--- src/rtl/frac_reduce.sv ---
// Fraction reducer: divides num and den by g in parallel with restoring
// shift-subtract division, one quotient bit per cycle, and flags a zero or non-dividing g.
module frac_reduce #(
  parameter int WIDTH = 8
) (
  input  logic             clk,
  input  logic             rst_n,
  input  logic             start,
  input  logic [WIDTH-1:0] num,
  input  logic [WIDTH-1:0] den,
  input  logic [WIDTH-1:0] g,
  output logic             busy,
  output logic             valid,
  output logic [WIDTH-1:0] num_q,
  output logic [WIDTH-1:0] den_q,
  output logic             err,
  output logic             inexact,
  output logic [1:0]       state_dbg
);

  localparam int CW = $clog2(WIDTH + 1);

  typedef enum logic [1:0] {
    IDLE = 2'd0,
    DIV  = 2'd1,
    DONE = 2'd2
  } state_t;

  // Handshake: start is sampled only while busy=0 (IDLE or DONE); valid stays
  // high with stable results until the next accepted start clears it.
  state_t            state, state_nx;
  logic [CW-1:0]     cnt;
  logic [WIDTH-1:0]  gl;
  logic [WIDTH-1:0]  qn, qd;
  logic [WIDTH:0]    rn, rd;
  logic              accept, last;

  logic [WIDTH:0]    rn_sh, rd_sh, rn_nx, rd_nx;
  logic              ge_n, ge_d;
  logic [WIDTH-1:0]  qn_nx, qd_nx;

  assign accept = start && (state != DIV);
  assign last   = (cnt == CW'(WIDTH - 1));

  // State register
  always_ff @(posedge clk) begin
    if (!rst_n) state <= IDLE;
    else        state <= state_nx;
  end

  // Next-state logic
  always_comb begin
    state_nx = state;
    case (state)
      IDLE, DONE: if (accept) state_nx = (g == '0) ? DONE : DIV;
      DIV:        if (last)   state_nx = DONE;
      default:    state_nx = IDLE;
    endcase
  end

  // Output logic decoded from state
  always_comb begin
    busy      = (state == DIV);
    state_dbg = state;
  end

  // One restoring step per operand; R stays below g, so R' fits in WIDTH+1 bits.
  always_comb begin
    rn_sh = {rn[WIDTH-1:0], qn[WIDTH-1]};
    rd_sh = {rd[WIDTH-1:0], qd[WIDTH-1]};
    ge_n  = (rn_sh >= {1'b0, gl});
    ge_d  = (rd_sh >= {1'b0, gl});
    rn_nx = ge_n ? (rn_sh - {1'b0, gl}) : rn_sh;
    rd_nx = ge_d ? (rd_sh - {1'b0, gl}) : rd_sh;
    qn_nx = {qn[WIDTH-2:0], ge_n};
    qd_nx = {qd[WIDTH-2:0], ge_d};
  end

  always_ff @(posedge clk) begin
    if (!rst_n) begin
      cnt     <= '0;
      gl      <= '0;
      qn      <= '0;
      qd      <= '0;
      rn      <= '0;
      rd      <= '0;
      num_q   <= '0;
      den_q   <= '0;
      valid   <= 1'b0;
      err     <= 1'b0;
      inexact <= 1'b0;
    end else if (accept) begin
      cnt     <= '0;
      gl      <= g;
      qn      <= num;
      qd      <= den;
      rn      <= '0;
      rd      <= '0;
      inexact <= 1'b0;
      // A zero divisor completes immediately with forced-zero quotients.
      valid   <= (g == '0);
      err     <= (g == '0);
      if (g == '0) begin
        num_q <= '0;
        den_q <= '0;
      end
    end else if (state == DIV) begin
      cnt <= cnt + CW'(1);
      qn  <= qn_nx;
      qd  <= qd_nx;
      rn  <= rn_nx;
      rd  <= rd_nx;
      if (last) begin
        num_q   <= qn_nx;
        den_q   <= qd_nx;
        inexact <= (rn_nx != '0) || (rd_nx != '0);
        valid   <= 1'b1;
      end
    end
  end

endmodule
--- config.mk ---
export PLATFORM = sky130hd
export DESIGN_NAME = frac_reduce
export DESIGN_NICKNAME = d
export VERILOG_FILES = /design/src/rtl/frac_reduce.sv
export SDC_FILE = /design/constraint.sdc
export NUM_CORES = 1
export LEC_CHECK = 0
export BUFFER_PORTS_ARGS = -buffer_cell sky130_fd_sc_hd__buf_2
export CORE_MARGIN = 1.5
export CORE_UTILIZATION = 60
export CTS_CLUSTER_DIAMETER = 80
export CTS_CLUSTER_SIZE = 28
export DETAILED_ROUTE_END_ITERATION = 7
export GPL_TIMING_DRIVEN = 0
export PLACE_DENSITY = 0.83
export SLEW_MARGIN = 20
export SYNTH_ARGS = -nofsm -noshare
export SYNTH_HDL_FRONTEND = slang
export SYNTH_SLANG_ARGS = --single-unit
--- constraint.sdc ---
create_clock -name clk -period 5.69 [get_ports clk]
set_input_delay 0.569 -clock clk [delete_from_list [all_inputs] [get_ports clk]]
set_output_delay 0.569 -clock clk [all_outputs]
set_load 0.05 [all_outputs]
==> impl_metrics.json <==
{
  "antenna_found_initial": 0,
  "ys_types": 58,
  "synth-simple-area-share_pct": 17.5,
  "p_per_area_mw_per_mm2": 322,
  "layout.nets": 502,
  "grt_pass1_vias": 3075,
  "ant_nets": 0,
  "worstMarginPinSlew_ps": 649,
  "ioPinCount": 49,
  "regToRegStartpoint": "gl[1]$_SDFFE_PN0P_",
  "cp_data_required_time_ps": 5920,
  "rows": 27,
  "synthMostInstantiatedCell": "dfxtp_1",
  "setup_viol": 0,
  "startpoint_type": "flip-flop",
  "synth_xor_area_share_pct": 2.95,
  "synth-compound-area-share_pct": 23.7,
  "portBuffers": 48,
  "grt_use_met1_pct": 36.4,
  "place_area_sq_mm": 0.00390,
  "drtIter0Drc": 192,
  "p_int_uw": 894,
  "cts-root-buf": "clkbuf_8",
  "hold_path_depth": 2,
  "postSynthAreaPerCell_sq_um": 8.99,
  "stdcell_area_sq_mm": 0.00412,
  "syn-cell-area_sq_mm": 0.00357,
  "finalMaxSlewViolations": 0,
  "r2r_slack_ps": 2600,
  "via_per_inst": 5.94,
  "grt_pass1_wl_microns": 14200,
  "drcViolationCount": 0,
  "rr_worst_depth": 10,
  "max-cap-violations": 0,
  "yosys_warnings": 0,
  "hpwl_microns": 6220,
  "grtUsageTotal_pct": 28.7,
  "vias": 3164,
  "synthesis.nets": 443,
  "start_util_pct": 63.6,
  "netlist.area_leader.share_pct": 36.5,
  "cts.clk_slew.worst_paths_ps": 80,
  "cp.arrival_ps": 3320,
  "swShare_pct": 32.6,
  "cts_inserted_buffers": 9,
  "place.gp.congestion": 0.862,
  "setup_tns_ps": 0,
  "grt_setup_unrepaired": "false",
  "yosysSeqAreaShare_pct": 36.5,
  "fin_cells": 533,
  "min_period_ps": 3090,
  "diodes": 0,
  "vdd_ir_drop_max_v": 0.000307,
  "synth_flop_cell": "dfxtp_1",
  "holdWs_ps": 467,
  "clock_latency_ps": 350,
  "drive_gt1_share_pct": 17.6,
  "min_path_type": "reg2reg",
  "synth_cells": 397,
  "status": "finished clean",
  "worstHoldEndpoint": "gl[2]$_SDFFE_PN0P_",
  "relSlewSlack_pct": 56.7,
  "drt-wirelength-per-cell_microns": 16.0,
  "crit_chain": "inv_1 > ha_1 > nor2b_4 > o311a_1 > a211o_1 > or4b_1 > mux2i_1 > o2111ai_1 > a2111oi_2 > a21oi_1",
  "cts-resized-gates": 0,
  "fmax_ghz": 0.324,
  "clockBufferDepth": 2,
  "synth_commonest_cells": "dfxtp_1 (65), nand2_1 (52), nor2_1 (32), mux2i_1 (26)",
  "coreArea_sq_mm": 0.00561,
  "clock_sinks": 65,
  "synth_adder_area_share_pct": 7.09,
  "crit_fanout": 4,
  "use_met2_pct": 48.3,
  "hold_viol_final": 0,
  "h-tree-depth": 3,
  "firstDrtPassIters": 5,
  "dpl.cell_count": 517,
  "endpoint_kind": "flip-flop",
  "muxShareOfSynthArea_pct": 7.61,
  "power_uw": 1330,
  "cts_tree": "built",
  "post_cts_buffers": 0,
  "synth_area_leaders": "dfxtp_1 (36%), mux2i_1 (7.3%), ha_1 (6.0%)",
  "synth_edf_count": 0,
  "cp_slowest_stage_delay_ps": 540,
  "cellLeakagePower_uw": 0.00191,
  "power_frac_comb_pct": 28.6,
  "synth_top_family_by_area": "compound AO/OA/AOI/OAI gates",
  "clkPwrFrac_pct": 33.6,
  "die_y_microns": 80.1,
  "die_x_microns": 80.1,
  "synth.ff_latch_count": 65,
  "holdCritStartpoint": "gl[2]$_SDFFE_PN0P_",
  "die-area_sq_mm": 0.00642,
  "grtUsageMet3_pct": 5.45,
  "syn_to_final_growth_pct": 15.6,
  "r2r_end": "inexact$_SDFFE_PP0P_",
  "grt_overflow": 0,
  "hold_buffers": 0,
  "path_buf_inv": 1,
  "synth-async-reset-ratio_pct": 0,
  "timing.final.crit_share_pct": 54.2,
  "power.switching_uw": 433,
  "crit_path_top_delay_cell": "or4b_1",
  "fin_skew_ps": 7.35,
  "cpLargestDelayFamily": "compound AO/OA/AOI/OAI gates",
  "globalRoute.busiestLayer": "met2",
  "grt_max_degree": 14,
  "seqPwrFrac_pct": 37.8,
  "finalWirelength_microns": 8530,
  "path_class": "reg2reg",
  "yosysTopAreaCell": "dfxtp_1"
}
registers in the layout, indices dropped and copies added (netlist names):
name       flops
den_q          8
gl             8
num_q          8
qd             8
qn             8
rd             8
rn             8
cnt            4
state_dbg      2
err            1
inexact        1
valid          1
placed cells by master (no fill, tap or decap), types with 3 or more instances in the layout:
cell type | netlist | layout
ha_1 | 17 | 17
a211oi_1 | 12 | 12
dfxtp_1 | 65 | 65
nor2_1 | 32 | 32
buf_2 | 0 | 48
xnor2_1 | 5 | 5
a21oi_1 | 16 | 16
xor2_1 | 7 | 7
a21o_1 | 3 | 3
o211a_1 | 16 | 16
o21ai_0 | 8 | 8
a21boi_0 | 12 | 12
o211ai_1 | 7 | 7
nand3_1 | 3 | 3
clkbuf_1 | 17 | 17
a22o_1 | 14 | 14
clkbuf_8 | 2 | 11
nand2b_1 | 5 | 5
o2111ai_1 | 3 | 3
mux2i_1 | 26 | 26
nand2_1 | 52 | 52
inv_1 | 13 | 13
nor3_1 | 10 | 10
power groups by stage:
stage	combinational (uW)	sequential, uW	clock, uW
floorplan	295	507	0
global placement	361	510	0
detailed placement	372	511	0
CTS	374	501	448
global route	419	505	467
finish	379	502	446
worst reg2reg max path, cell delays in order, from the launching register on:
cell and delay (ps):
dfxtp_1 470, inv_1 130, ha_1 320, nor2b_4 140
o311a_1 290, a211o_1 300, or4b_1 540, mux2i_1 210
o2111ai_1 170, a2111oi_2 310, a21oi_1 110
cells by family after synthesis:
family,count (synthesis)
adders and majority gates,19
xor gates and xnor gates,12
and+or+nand+nor,130
DFF,65
AOI/OAI and AO/OA,108
muxes,27
buffers and inverters,36
final cells by class:
type / count / area, sq um
clock buffer: 9 / 124
tap: 72 / 90.1
buffer: 22 / 110
fill: 420 / 1480
clock inverter: 7 / 103
timing repair buffer: 48 / 240
multi-input combinational: 296 / 2100
sequential: 65 / 1300
inverter: 14 / 55.1
worst max path at each step:
stage	start	to	slack [ps]	cells after the start
detailed placement	gl[1]$_SDFFE_PN0P_	inexact$_SDFFE_PP0P_	2650	10
floorplan	gl[1]$_SDFFE_PN0P_	inexact$_SDFFE_PP0P_	2980	10
finish	gl[1]$_SDFFE_PN0P_	inexact$_SDFFE_PP0P_	2600	10
CTS	gl[1]$_SDFFE_PN0P_	inexact$_SDFFE_PP0P_	2620	10
global placement	gl[1]$_SDFFE_PN0P_	inexact$_SDFFE_PP0P_	2720	10
global route	gl[1]$_SDFFE_PN0P_	inexact$_SDFFE_PP0P_	2460	10
layer usage:
metal  wire, microns  share of wire, %  up-vias
li1                -                 -     1556
met5               0                 0        -
met3             326               3.8       13
met2            4100                48       82
met1            3940                46     1513
met4             156               1.8        0
metrics by stage:
stage / setup slack (ps) / util, %
after floorplan: 2980 / -
after global placement: 2720 / 69.5
after detailed placement: 2650 / 69.5
after CTS: 2620 / 73.5
after global routing: 2460 / 73.5
final: 2600 / 73.5
No activity file was read; power rests on OpenSTA's default activity.
